<file path="src/rtl/coreport_pkg.sv">
// Shared register map and interrupt-mode helpers for the coreport_edge GPIO port.
package coreport_pkg;

  localparam int unsigned BUS_ADR_W  = 32;
  localparam int unsigned ADDR_DEC_W = 8;

  localparam logic [ADDR_DEC_W-1:0] ADDR_DATA = 8'h00;
  localparam logic [ADDR_DEC_W-1:0] ADDR_DDR  = 8'h04;
  localparam logic [ADDR_DEC_W-1:0] ADDR_IMR  = 8'h08;
  localparam logic [ADDR_DEC_W-1:0] ADDR_IFR  = 8'h0C;
  localparam logic [ADDR_DEC_W-1:0] ADDR_IER  = 8'h10;
  localparam logic [ADDR_DEC_W-1:0] ADDR_IPR  = 8'h14;
  localparam logic [ADDR_DEC_W-1:0] ADDR_IBE  = 8'h18;
  localparam logic [ADDR_DEC_W-1:0] ADDR_SET  = 8'h1C;
  localparam logic [ADDR_DEC_W-1:0] ADDR_CLR  = 8'h20;
  localparam logic [ADDR_DEC_W-1:0] ADDR_TGL  = 8'h24;
  localparam logic [ADDR_DEC_W-1:0] ADDR_INV  = 8'h28;
  localparam logic [ADDR_DEC_W-1:0] ADDR_OUT  = 8'h2C;
  localparam logic [ADDR_DEC_W-1:0] ADDR_LAST = 8'h2C;

  typedef enum logic [2:0] {
    IMODE_LEVEL_LO,
    IMODE_LEVEL_HI,
    IMODE_EDGE_FALL,
    IMODE_EDGE_RISE,
    IMODE_EDGE_BOTH
  } imode_e;

  // Per-pin mode from the IER/IPR/IBE bits; IBE only matters in edge mode.
  function automatic imode_e pin_mode(input logic ier, input logic ipr, input logic ibe);
    imode_e m;
    if (!ier)     m = ipr ? IMODE_LEVEL_HI : IMODE_LEVEL_LO;
    else if (ibe) m = IMODE_EDGE_BOTH;
    else          m = ipr ? IMODE_EDGE_RISE : IMODE_EDGE_FALL;
    return m;
  endfunction

  function automatic logic mode_event(input imode_e mode, input logic cur, input logic prev);
    logic ev;
    ev = 1'b0;
    case (mode)
      IMODE_LEVEL_LO:  ev = ~cur;
      IMODE_LEVEL_HI:  ev = cur;
      IMODE_EDGE_FALL: ev = ~cur & prev;
      IMODE_EDGE_RISE: ev = cur & ~prev;
      IMODE_EDGE_BOTH: ev = cur ^ prev;
      default:         ev = 1'b0;
    endcase
    return ev;
  endfunction

endpackage

</file>
<file path="src/rtl/coreport_edge_if.sv">
// Wishbone classic slave bundle for coreport_edge.
interface coreport_edge_if
  import coreport_pkg::*;
#(
  parameter int unsigned WIDTH = 8
) ();
  logic [BUS_ADR_W-1:0] wb_adr_i;
  logic [WIDTH-1:0]     wb_dat_i;
  logic                 wb_we_i;
  logic                 wb_cyc_i;
  logic                 wb_stb_i;
  logic [2:0]           wb_cti_i;
  logic [1:0]           wb_bte_i;
  logic [WIDTH-1:0]     wb_dat_o;
  logic                 wb_ack_o;
  logic                 wb_err_o;
  logic                 wb_rty_o;

  modport master (
    output wb_adr_i, wb_dat_i, wb_we_i, wb_cyc_i, wb_stb_i, wb_cti_i, wb_bte_i,
    input  wb_dat_o, wb_ack_o, wb_err_o, wb_rty_o
  );

  modport slave (
    input  wb_adr_i, wb_dat_i, wb_we_i, wb_cyc_i, wb_stb_i, wb_cti_i, wb_bte_i,
    output wb_dat_o, wb_ack_o, wb_err_o, wb_rty_o
  );
endinterface

</file>
<file path="src/rtl/coreport_sync.sv">
// Input synchroniser, previous-value register, priming counter and per-pin
// level/edge event detection.
module coreport_sync
  import coreport_pkg::*;
#(
  parameter int unsigned WIDTH       = 8,
  parameter int unsigned SYNC_STAGES = 2
) (
  input  logic             wb_clk,
  input  logic             wb_rst,
  input  logic [WIDTH-1:0] gpio_i,
  input  logic [WIDTH-1:0] inv,
  input  logic [WIDTH-1:0] ier,
  input  logic [WIDTH-1:0] ipr,
  input  logic [WIDTH-1:0] ibe,
  output logic [WIDTH-1:0] logical_c,
  output logic [WIDTH-1:0] evt_c,
  output logic             primed_c
);

  localparam int unsigned CNT_MAX = SYNC_STAGES + 1;
  localparam int unsigned CNT_W   = $clog2(CNT_MAX + 1);

  logic [WIDTH-1:0] chain [SYNC_STAGES];
  logic [WIDTH-1:0] prev;
  logic [CNT_W-1:0] cnt;

  always_ff @(posedge wb_clk) begin
    if (wb_rst) begin
      for (int unsigned i = 0; i < SYNC_STAGES; i++) chain[i] <= '0;
      prev <= '0;
      cnt  <= '0;
    end else begin
      chain[0] <= gpio_i;
      for (int unsigned i = 1; i < SYNC_STAGES; i++) chain[i] <= chain[i-1];
      prev <= logical_c;
      if (cnt != CNT_W'(CNT_MAX)) cnt <= cnt + CNT_W'(1);
    end
  end

  assign logical_c = chain[SYNC_STAGES-1] ^ inv;
  // Held off until the chain has filled, so reset-time zeros never look like edges.
  assign primed_c  = (cnt == CNT_W'(CNT_MAX));

  always_comb begin
    evt_c = '0;
    for (int unsigned i = 0; i < WIDTH; i++)
      evt_c[i] = mode_event(pin_mode(ier[i], ipr[i], ibe[i]), logical_c[i], prev[i]);
  end

endmodule

</file>
<file path="src/rtl/coreport_edge.sv">
// GPIO port on Wishbone classic: register file, bus decode, registered ack/err
// and interrupt flag logic around the coreport_sync input stage.
module coreport_edge
  import coreport_pkg::*;
#(
  parameter int unsigned      WIDTH         = 8,
  parameter int unsigned      SYNC_STAGES   = 2,
  parameter logic [WIDTH-1:0] INITIAL_DATAR = '0,
  parameter logic [WIDTH-1:0] INITIAL_DDR   = '0
) (
  input  logic             wb_clk,
  input  logic             wb_rst,
  coreport_edge_if.slave   wb,
  input  logic [WIDTH-1:0] gpio_i,
  output logic [WIDTH-1:0] gpio_o,
  output logic [WIDTH-1:0] gpio_oe,
  output logic             irq
);

  logic [WIDTH-1:0] datar, ddr, imr, ifr, ier, ipr, ibe, inv;
  logic [WIDTH-1:0] dat_q;
  logic             ack_q, err_q;

  logic [WIDTH-1:0]      logical_c, evt_c, qevt_c, w1c_c, rdata_c, wdat_c;
  logic                  primed_c, accept_c, valid_c, wr_c;
  logic [ADDR_DEC_W-1:0] adr_c;
  logic                  unused_bus_bits;

  coreport_sync #(
    .WIDTH       (WIDTH),
    .SYNC_STAGES (SYNC_STAGES)
  ) u_sync (
    .wb_clk    (wb_clk),
    .wb_rst    (wb_rst),
    .gpio_i    (gpio_i),
    .inv       (inv),
    .ier       (ier),
    .ipr       (ipr),
    .ibe       (ibe),
    .logical_c (logical_c),
    .evt_c     (evt_c),
    .primed_c  (primed_c)
  );

  assign adr_c    = wb.wb_adr_i[ADDR_DEC_W-1:0];
  assign wdat_c   = wb.wb_dat_i;
  assign accept_c = wb.wb_cyc_i & wb.wb_stb_i & ~ack_q & ~err_q;
  assign valid_c  = (adr_c[1:0] == 2'b00) && (adr_c <= ADDR_LAST);
  assign wr_c     = accept_c & wb.wb_we_i & valid_c;
  assign w1c_c    = (wr_c && adr_c == ADDR_IFR) ? wdat_c : '0;
  assign qevt_c   = evt_c & imr & ~ddr & {WIDTH{primed_c}};

  assign unused_bus_bits = ^{wb.wb_adr_i[BUS_ADR_W-1:ADDR_DEC_W], wb.wb_cti_i, wb.wb_bte_i};

  // Read mux; write-only and unmapped offsets read as zero.
  always_comb begin
    rdata_c = '0;
    case (adr_c)
      ADDR_DATA: rdata_c = logical_c;
      ADDR_DDR:  rdata_c = ddr;
      ADDR_IMR:  rdata_c = imr;
      ADDR_IFR:  rdata_c = ifr;
      ADDR_IER:  rdata_c = ier;
      ADDR_IPR:  rdata_c = ipr;
      ADDR_IBE:  rdata_c = ibe;
      ADDR_INV:  rdata_c = inv;
      ADDR_OUT:  rdata_c = datar;
      default:   rdata_c = '0;
    endcase
  end

  always_ff @(posedge wb_clk) begin
    if (wb_rst) begin
      datar <= INITIAL_DATAR;
      ddr   <= INITIAL_DDR;
      imr   <= '0;
      ifr   <= '0;
      ier   <= '0;
      ipr   <= '0;
      ibe   <= '0;
      inv   <= '0;
      dat_q <= '0;
      ack_q <= 1'b0;
      err_q <= 1'b0;
    end else begin
      ack_q <= accept_c & valid_c;
      err_q <= accept_c & ~valid_c;
      if (accept_c) dat_q <= (valid_c && !wb.wb_we_i) ? rdata_c : '0;
      // New events take priority over a same-cycle write-1-to-clear.
      ifr <= (ifr & ~w1c_c) | qevt_c;
      if (wr_c) begin
        case (adr_c)
          ADDR_DATA: datar <= wdat_c ^ inv;
          ADDR_DDR:  ddr   <= wdat_c;
          ADDR_IMR:  imr   <= wdat_c;
          ADDR_IER:  ier   <= wdat_c;
          ADDR_IPR:  ipr   <= wdat_c;
          ADDR_IBE:  ibe   <= wdat_c;
          ADDR_SET:  datar <= datar | wdat_c;
          ADDR_CLR:  datar <= datar & ~wdat_c;
          ADDR_TGL:  datar <= datar ^ wdat_c;
          ADDR_INV:  inv   <= wdat_c;
          default:   ;
        endcase
      end
    end
  end

  assign wb.wb_dat_o = dat_q;
  assign wb.wb_ack_o = ack_q;
  assign wb.wb_err_o = err_q;
  assign wb.wb_rty_o = 1'b0;
  assign gpio_o      = datar;
  assign gpio_oe     = ddr;
  assign irq         = |ifr;

endmodule
</file>
<file path="src/flat_wrapper.sv">
// flat-port wrapper written by rule: the top's interface ports become plain ports
module coreport_edge_flat import coreport_pkg::*;
#(
  parameter int unsigned      WIDTH         = 8,
  parameter int unsigned      SYNC_STAGES   = 2,
  parameter logic [WIDTH-1:0] INITIAL_DATAR = '0,
  parameter logic [WIDTH-1:0] INITIAL_DDR   = '0
)
  (wb_clk, wb_rst, gpio_i, gpio_o, gpio_oe, irq, wb_wb_adr_i, wb_wb_dat_i, wb_wb_we_i, wb_wb_cyc_i, wb_wb_stb_i, wb_wb_cti_i, wb_wb_bte_i, wb_wb_dat_o, wb_wb_ack_o, wb_wb_err_o, wb_wb_rty_o);
  coreport_edge_if #(.WIDTH(WIDTH)) wb_i ();
  input  logic wb_clk;
  input  logic wb_rst;
  input  logic [WIDTH-1:0] gpio_i;
  output logic [WIDTH-1:0] gpio_o;
  output logic [WIDTH-1:0] gpio_oe;
  output logic irq;
  input wire logic [$bits(wb_i.wb_adr_i)-1:0] wb_wb_adr_i;
  input wire logic [$bits(wb_i.wb_dat_i)-1:0] wb_wb_dat_i;
  input wire logic [$bits(wb_i.wb_we_i)-1:0] wb_wb_we_i;
  input wire logic [$bits(wb_i.wb_cyc_i)-1:0] wb_wb_cyc_i;
  input wire logic [$bits(wb_i.wb_stb_i)-1:0] wb_wb_stb_i;
  input wire logic [$bits(wb_i.wb_cti_i)-1:0] wb_wb_cti_i;
  input wire logic [$bits(wb_i.wb_bte_i)-1:0] wb_wb_bte_i;
  output wire logic [$bits(wb_i.wb_dat_o)-1:0] wb_wb_dat_o;
  output wire logic [$bits(wb_i.wb_ack_o)-1:0] wb_wb_ack_o;
  output wire logic [$bits(wb_i.wb_err_o)-1:0] wb_wb_err_o;
  output wire logic [$bits(wb_i.wb_rty_o)-1:0] wb_wb_rty_o;
  assign wb_i.wb_adr_i = wb_wb_adr_i;
  assign wb_i.wb_dat_i = wb_wb_dat_i;
  assign wb_i.wb_we_i = wb_wb_we_i;
  assign wb_i.wb_cyc_i = wb_wb_cyc_i;
  assign wb_i.wb_stb_i = wb_wb_stb_i;
  assign wb_i.wb_cti_i = wb_wb_cti_i;
  assign wb_i.wb_bte_i = wb_wb_bte_i;
  assign wb_wb_dat_o = wb_i.wb_dat_o;
  assign wb_wb_ack_o = wb_i.wb_ack_o;
  assign wb_wb_err_o = wb_i.wb_err_o;
  assign wb_wb_rty_o = wb_i.wb_rty_o;
  coreport_edge #(.WIDTH(WIDTH), .SYNC_STAGES(SYNC_STAGES), .INITIAL_DATAR(INITIAL_DATAR), .INITIAL_DDR(INITIAL_DDR)) u_core (.wb_clk(wb_clk), .wb_rst(wb_rst), .wb(wb_i), .gpio_i(gpio_i), .gpio_o(gpio_o), .gpio_oe(gpio_oe), .irq(irq));
endmodule
</file>
<file path="config.mk">
export PLATFORM = sky130hd
export DESIGN_NAME = coreport_edge_flat
export DESIGN_NICKNAME = d
export VERILOG_FILES = /design/src/rtl/coreport_pkg.sv /design/src/rtl/coreport_edge_if.sv /design/src/rtl/coreport_sync.sv /design/src/rtl/coreport_edge.sv /design/src/flat_wrapper.sv
export SDC_FILE = /design/constraint.sdc
export NUM_CORES = 1
export LEC_CHECK = 0
export CELL_PAD_IN_SITES_DETAIL_PLACEMENT = 1
export CELL_PAD_IN_SITES_GLOBAL_PLACEMENT = 2
export CORE_AREA = 2 2 127 129
export CTS_CLUSTER_DIAMETER = 50
export CTS_CLUSTER_SIZE = 16
export DETAILED_ROUTE_END_ITERATION = 12
export DIE_AREA = 0 0 129 131
export GPL_ROUTABILITY_DRIVEN = 1
export PLACE_DENSITY_LB_ADDON = 0.1
export SYNTH_ARGS = -nofsm -noshare
export SYNTH_HDL_FRONTEND = slang
export SYNTH_SLANG_ARGS = --single-unit
</file>
<file path="constraint.sdc">
create_clock -name wb_clk -period 4.1 [get_ports wb_clk]
set_clock_uncertainty 0.05 [all_clocks]
set_input_delay 0.41 -clock wb_clk [delete_from_list [all_inputs] [get_ports wb_clk]]
set_output_delay 0.41 -clock wb_clk [all_outputs]
set_load 0.005 [all_outputs]
</file>
==> results.sh, run 1 <==
export IMPL_multi_input_area_um2=3040
export IMPL_start_kind="input port"
export IMPL_drt_iter0_markers=212
export IMPL_hold_viol_final=0
export IMPL_fp_row_count=46
export IMPL_netlist_area_um2=5340
export IMPL_worst_setup_path_end_kind="register"
export IMPL_cts_root_buf="clkbuf_16"
export IMPL_r2r_worst_path_cells=5
export IMPL_grt_first_pass_wirelength_um=27100
export IMPL_place_area_um2=6110
export IMPL_yosysSeqAreaShare_pct=37.5
export IMPL_synth_mux_area_share_pct=14.9
export IMPL_wl_per_cell_um=20.7
export IMPL_p_sw_share_pct=24.2
export IMPL_postLayoutCoreUtil_pct=41.3
export IMPL_synth_simple_area_share_pct=18.4
export IMPL_viasPerCell=5.32
export IMPL_synth_edf_count=0
export IMPL_fin_setup_tns_ns=0
export IMPL_leakagePower_uw=0.00276
export IMPL_io_pin_count=86
export IMPL_path_max_fanout=8
export IMPL_hold_depth=1
export IMPL_synth_common_cells="dfxtp_1 (100), nor2_1 (74), mux2i_1 (57), inv_1 (32), nand2_1 (27)"
export IMPL_clk_insertion_delay_late_ns=0.36
export IMPL_clk_pin_slew_ns=0.07
export IMPL_syn_avg_cell_area_um2=9.08
export IMPL_grt_pass1_vias=4478
export IMPL_synth_xor_area_share_pct=3.44
export IMPL_yosysWarnings=0
export IMPL_drv_cap=0
export IMPL_portBuffers=55
export IMPL_synth_largest_area_cell="dfxtp_1"
export IMPL_p_sw_uw=517
export IMPL_synth_seq_cells=100
export IMPL_whs_endpoint="u_core.u_sync.chain[0][9]"
export IMPL_grt_max_degree=54
export IMPL_coreArea_um2=15600
export IMPL_min_from="u_core.u_sync.chain[0][1]"
export IMPL_final_area_um2=6450
export IMPL_clkPwrFrac_pct=45.5
export IMPL_diodes=0
export IMPL_initial_core_util_pct=34.2
export IMPL_ys_async_sr_fraction_pct=0
export IMPL_synth_most_common_cell="dfxtp_1"
export IMPL_powerDensity_nw_per_um2=332
export IMPL_dp_hpwl_um=11900
export IMPL_syn_inst=588
export IMPL_reg2reg_slack_ns=1.36
export IMPL_grt_util_all_layers_pct=21.6
export IMPL_cp_arrival_ns=3.22
export IMPL_drive_gt1_share_pct=11.7
export IMPL_layout_nets=705
export IMPL_p_seq_share_pct=46.3
export IMPL_max_slew_worst_pin_slew_ns=1.04
export IMPL_antenna_found_initial=0
export IMPL_finalCriticalPeriod_ns=3.04
export IMPL_wl_um=17600
export IMPL_cts_resized=0
export IMPL_setup_violations=0
export IMPL_n_fill_cell=1787
export IMPL_synthAdderAreaFrac_pct=3.98
export IMPL_grt_ovfl_total=0
export IMPL_relSlewSlack_pct=30.5
export IMPL_vias=4531
export IMPL_p_comb_share_pct=8.2
export IMPL_gp_congestion=0.779
export IMPL_period_share_pct=74.2
export IMPL_yosysUniqueCellTypes=57
export IMPL_yosys_area_top_type_share_pct=37.5
export IMPL_seq_area_um2=2000
export IMPL_synth_compound_area_share_pct=16.1
export IMPL_rsz0062_at_grt="no"
export IMPL_die_area_um2=16900
export IMPL_drt_pre_antenna_iters=4
export IMPL_holdBufCountCts=0
export IMPL_clk_path_buf_depth=2
export IMPL_cts_sinks=100
export IMPL_tritoncts="built"
export IMPL_r2r_start="u_core.wb.wb_err_o"
export IMPL_outcome="finished clean"
export IMPL_synth_top_family_by_area="simple AND/OR/NAND/NOR gates"
export IMPL_cts_setup_buffers=0
export IMPL_final_antenna_net_count=0
export IMPL_ir_drop_mv=0.173
export IMPL_htree_levels=3
export IMPL_cp_required_ns=4.28
export IMPL_fmax_mhz=329
export IMPL_fp_dieW_um=129
export IMPL_p_int_uw=1620
export IMPL_yosys_top_cells_area="dfxtp_1 (37%), mux2i_1 (11%), nor2_1 (5.2%)"
export IMPL_critPathKind="input port to register"
export IMPL_route_detailed_drc=0
export IMPL_ys_flop_type="dfxtp_1"
export IMPL_synthToLayoutAreaGrowth_pct=20.7
export IMPL_r2r_end="u_core.ibe[4]"
export IMPL_syn_num_nets=663
export IMPL_min_path_type="register to register"
export IMPL_die_h_um=131
export IMPL_cts_inserted_buffers=9
export IMPL_drv_slew=0
==> cell type report <==
class / count / share of cell area [%]
Clock buffer: 11 / 3.92
Clock inverter: 5 / 1.30
Inverter: 32 / 1.86
Multi-Input combinational cell: 415 / 47.2
Sequential cell: 100 / 31.0
Tap cell: 216 / 4.19
Timing Repair Buffer: 72 / 10.5
==> worst max-delay path by stage <==
stage,from,endpoint,depth (start not counted),slack (ns)
final,wb_wb_adr_i[7],u_core.ibe[4],6,1.06
after global routing,wb_wb_adr_i[7],u_core.gpio_oe[7],6,0.93
after CTS,wb_wb_adr_i[7],u_core.gpio_oe[3],6,1.11
after detailed placement,wb_wb_adr_i[7],u_core.gpio_oe[3],6,0.74
after global placement,wb_wb_adr_i[7],u_core.ibe[5],6,0.82
after floorplan,wb_wb_adr_i[1],u_core.ibe[4],6,1.80
==> placed cells by master, fill, tap and decap left out, drive strengths merged, types with 5 or more instances in the layout <==
| cell type | instances |
|---|---|
| a21oi | 20 |
| a221oi | 5 |
| a22oi | 13 |
| a32oi | 5 |
| a41o | 8 |
| buf | 18 |
| clkbuf | 11 |
| clkdlybuf4s50 | 54 |
| dfxtp | 100 |
| ha | 17 |
| inv | 32 |
| mux2 | 20 |
| mux2i | 57 |
| nand2 | 27 |
| nand2b | 11 |
| nand3b | 5 |
| nand4 | 9 |
| nor2 | 74 |
| nor2b | 20 |
| nor3 | 11 |
| nor4 | 5 |
| o211ai | 17 |
| o21ai | 23 |
| o22ai | 8 |
| xnor2 | 13 |
| xor2 | 8 |
==> power by group through the flow <==
stage | clock, µW | sequential (µW) | combinational, µW
global route | 1030 | 993 | 192
detailed placement | 0 | 1010 | 176
floorplan | 0 | 1010 | 111
CTS | 991 | 991 | 177
finish | 974 | 991 | 176
global placement | 0 | 1010 | 171
==> per-stage QoR <==
step,cells,worst slack (ns),hold WS (ns),total power [µW]
6_report,851,1.06,0.389,2140
3_5_place_dp,835,0.740,0.378,1190
5_1_grt,851,0.929,0.404,2210
2_1_floorplan,588,1.80,0.364,1120
4_1_cts,851,1.11,0.394,2160
3_3_place_gp,835,0.819,0.368,1180
==> kinds of logic after synthesis <==
logic type	after synthesis
AOI/OAI and AO/OA	120
xor gates and xnor gates	21
adders and majority gates	17
buffers and inverters	73
DFF	100
muxes	77
other	1
and+or+nand+nor	179
==> critical path, cell delays in order <==
cell and delay (ns):
clkdlybuf4s50_1 0.62, or2_2 0.47, a2111oi_4 0.59, nand4_2 0.69, mux2i_1 0.36, nor2_1 0.07
==> sequential cells by signal, summed over array words and instances (netlist names), 8 cells and up <==
name and count:
u_core.ier 8, u_core.wb.wb_dat_o 8, u_core.ifr 8, u_core.imr 8
u_core.gpio_oe 8, u_core.u_sync.chain 16, u_core.gpio_o 8, u_core.inv 8
u_core.u_sync.prev 8, u_core.ibe 8, u_core.ipr 8
==> layer usage <==
metal | GRT usage, % | share of wire [%] | up-vias | routed length, µm
met3 | 2.40 | 2.9 | 19 | 512
met5 | 0 | 0 | - | 0
met1 | 29.0 | 48 | 2251 | 8490
li1 | - | - | 2168 | -
met2 | 36.7 | 47 | 93 | 8260
met4 | 6.84 | 1.8 | 0 | 313
(Power assumes the default switching activity.)
==> inputs of run 2 (changes only) <==
--- a/config.mk
+++ b/config.mk
@@ -7,11 +7,11 @@
 export LEC_CHECK = 0
 export CELL_PAD_IN_SITES_DETAIL_PLACEMENT = 1
 export CELL_PAD_IN_SITES_GLOBAL_PLACEMENT = 2
-export CORE_AREA = 2 2 127 129
+export CORE_AREA = 2 2 131 133
 export CTS_CLUSTER_DIAMETER = 50
 export CTS_CLUSTER_SIZE = 16
 export DETAILED_ROUTE_END_ITERATION = 12
-export DIE_AREA = 0 0 129 131
+export DIE_AREA = 0 0 133 135
 export GPL_ROUTABILITY_DRIVEN = 1
 export PLACE_DENSITY_LB_ADDON = 0.1
 export SYNTH_ARGS = -nofsm -noshare
==> constraint.sdc (replaced) <==
create_clock -name wb_clk -period 3.2 [get_ports wb_clk]
set_clock_uncertainty 0.05 [all_clocks]
set_input_delay 0.32 -clock wb_clk [delete_from_list [all_inputs] [get_ports wb_clk]]
set_output_delay 0.32 -clock wb_clk [all_outputs]
set_load 0.005 [all_outputs]
==> results.sh, run 2 (synthesized netlist as in run 1, its figures left out) <==
export IMPL_outcome="finished clean"
export IMPL_grt_util_all_layers_pct=20.8
export IMPL_drv_cap=0
export IMPL_cts_resized=0
export IMPL_drive_gt1_share_pct=13.9
export IMPL_post_place_cells=857
export IMPL_route_detailed_drc=0
export IMPL_start_kind="input port"
export IMPL_diodes=0
export IMPL_finalCriticalPeriod_ns=2.50
export IMPL_clk_pin_slew_ns=0.08
export IMPL_final_common_cell="dfxtp_1"
export IMPL_synthToLayoutAreaGrowth_pct=22.8
export IMPL_die_h_um=135
export IMPL_initial_core_util_pct=32.5
export IMPL_cp_required_ns=3.38
export IMPL_crit_slowest_cell="clkdlybuf4s50_1"
export IMPL_fin_cells=873
export IMPL_grt_ovfl_total=0
export IMPL_drt_iter0_markers=258
export IMPL_portBuffers=55
export IMPL_gp_congestion=0.837
export IMPL_tritoncts="built"
export IMPL_whs_ns=0.383
export IMPL_reg2reg_slack_ns=0.85
export IMPL_setup_violations=0
export IMPL_grt_max_degree=72
export IMPL_wl_um=18000
export IMPL_dp_hpwl_um=12900
export IMPL_fmax_mhz=400
export IMPL_period_share_pct=78.1
export IMPL_fin_setup_tns_ns=0
export IMPL_viasPerCell=5.27
export IMPL_final_cell_mix="dfxtp_1 (100), nor2_1 (74), mux2i_1 (57)"
export IMPL_postLayoutCoreUtil_pct=40.0
export IMPL_ir_drop_mv=0.284
export IMPL_antenna_found_initial=0
export IMPL_io_pin_count=86
export IMPL_holdBufCountCts=0
export IMPL_path_max_fanout=11
export IMPL_relSlewSlack_pct=47.1
export IMPL_fp_dieW_um=133
export IMPL_worst_setup_path_end_kind="register"
export IMPL_grt_first_pass_wirelength_um=28000
export IMPL_max_slew_worst_pin_slew_ns=0.794
export IMPL_drv_slew=0
export IMPL_cp_arrival_ns=2.68
export IMPL_leakagePower_uw=0.00284
export IMPL_cts_sinks=100
export IMPL_coreArea_um2=16400
export IMPL_drt_pre_antenna_iters=4
export IMPL_die_area_um2=18000
export IMPL_powerDensity_nw_per_um2=407
export IMPL_worstPathCellList="clkdlybuf4s50_1, nor4b_2, buf_4, nand3_1, mux2i_1, xor2_1, o211ai_1"
export IMPL_hold_viol_final=0
export IMPL_critPathKind="input port to register"
export IMPL_vias=4597
export IMPL_clk_insertion_delay_late_ns=0.36
export IMPL_clk_path_buf_depth=2
export IMPL_cts_inserted_buffers=9
export IMPL_fp_row_count=47
export IMPL_layout_nets=723
export IMPL_largest_register_ffs=16
export IMPL_worst_path_largest_cell_delay_ns=0.78
export IMPL_grt_pass1_vias=4748
export IMPL_wl_per_cell_um=20.6
export IMPL_rsz0062_at_grt="no"
export IMPL_n_fill_cell=1867
export IMPL_htree_levels=3
export IMPL_final_antenna_net_count=0
export IMPL_regMostFlops="u_core.u_sync.chain"
export IMPL_path_buf_inv=2
export IMPL_crit_family="buffers and inverters"
export IMPL_cts_root_buf="clkbuf_16"
export IMPL_min_path_type="register to register"
export IMPL_cts_setup_buffers=0
## run 2: routing by layer
metal / vias up / routed length, µm / share of wire (%) / track usage, %
met3: 14 / 887 / 4.9 / 2.97
met5: - / 0 / 0 / 0
li1: 2214 / - / - / -
met1: 2286 / 8310 / 46 / 28.4
met2: 83 / 8500 / 47 / 33.8
met4: 0 / 266 / 1.5 / 7.23
## run 2: where the power goes
part	switching (µW)	internal (µW)	leakage (µW)
logic	139	96.2	0.00188
registers	9.11	1260	0.000810
clock network	513	648	0.000149
## run 2: worst reg2reg max path: cells and delay by family, from the launching register on
| family | cells | cell delay (ns) |
|---|---|---|
| simple gates | 3 | 0.87 |
| compound gates | 1 | 0.42 |
| buf+inv | 1 | 0.24 |
| mux | 1 | 0.31 |
| flops | 1 | 0.32 |
## run 2: per-stage QoR
stage	cell area [µm²]	power, µW	setup slack, ns
floorplan	5340	1440	0.989
global placement	6250	1530	0.392
detailed placement	6250	1540	0.364
CTS	6560	2700	0.732
global route	6560	2770	0.520
finish	6560	2670	0.702
## run 2: area by class of cell
| type | count | area (µm²) | area share [%] |
|---|---|---|---|
| Clock buffer | 12 | 256 | 3.91 |
| Timing Repair Buffer | 90 | 811 | 12.4 |
| Sequential cell | 100 | 2000 | 30.5 |
| Inverter | 32 | 120 | 1.83 |
| Clock inverter | 4 | 47.5 | 0.725 |
| Tap cell | 220 | 275 | 4.20 |
| Multi-Input combinational cell | 415 | 3040 | 46.4 |
## run 2: worst paths after layout
kind                             startpoint                          to  cells after the start
hold / removal    u_core.u_sync.chain[0][6]  u_core.u_sync.chain[0][14]                      1
setup / recovery             wb_wb_adr_i[5]            u_core.gpio_o[6]                      7
hold reg to reg   u_core.u_sync.chain[0][6]  u_core.u_sync.chain[0][14]                      1
setup reg to reg         u_core.wb.wb_ack_o               u_core.inv[4]                      6
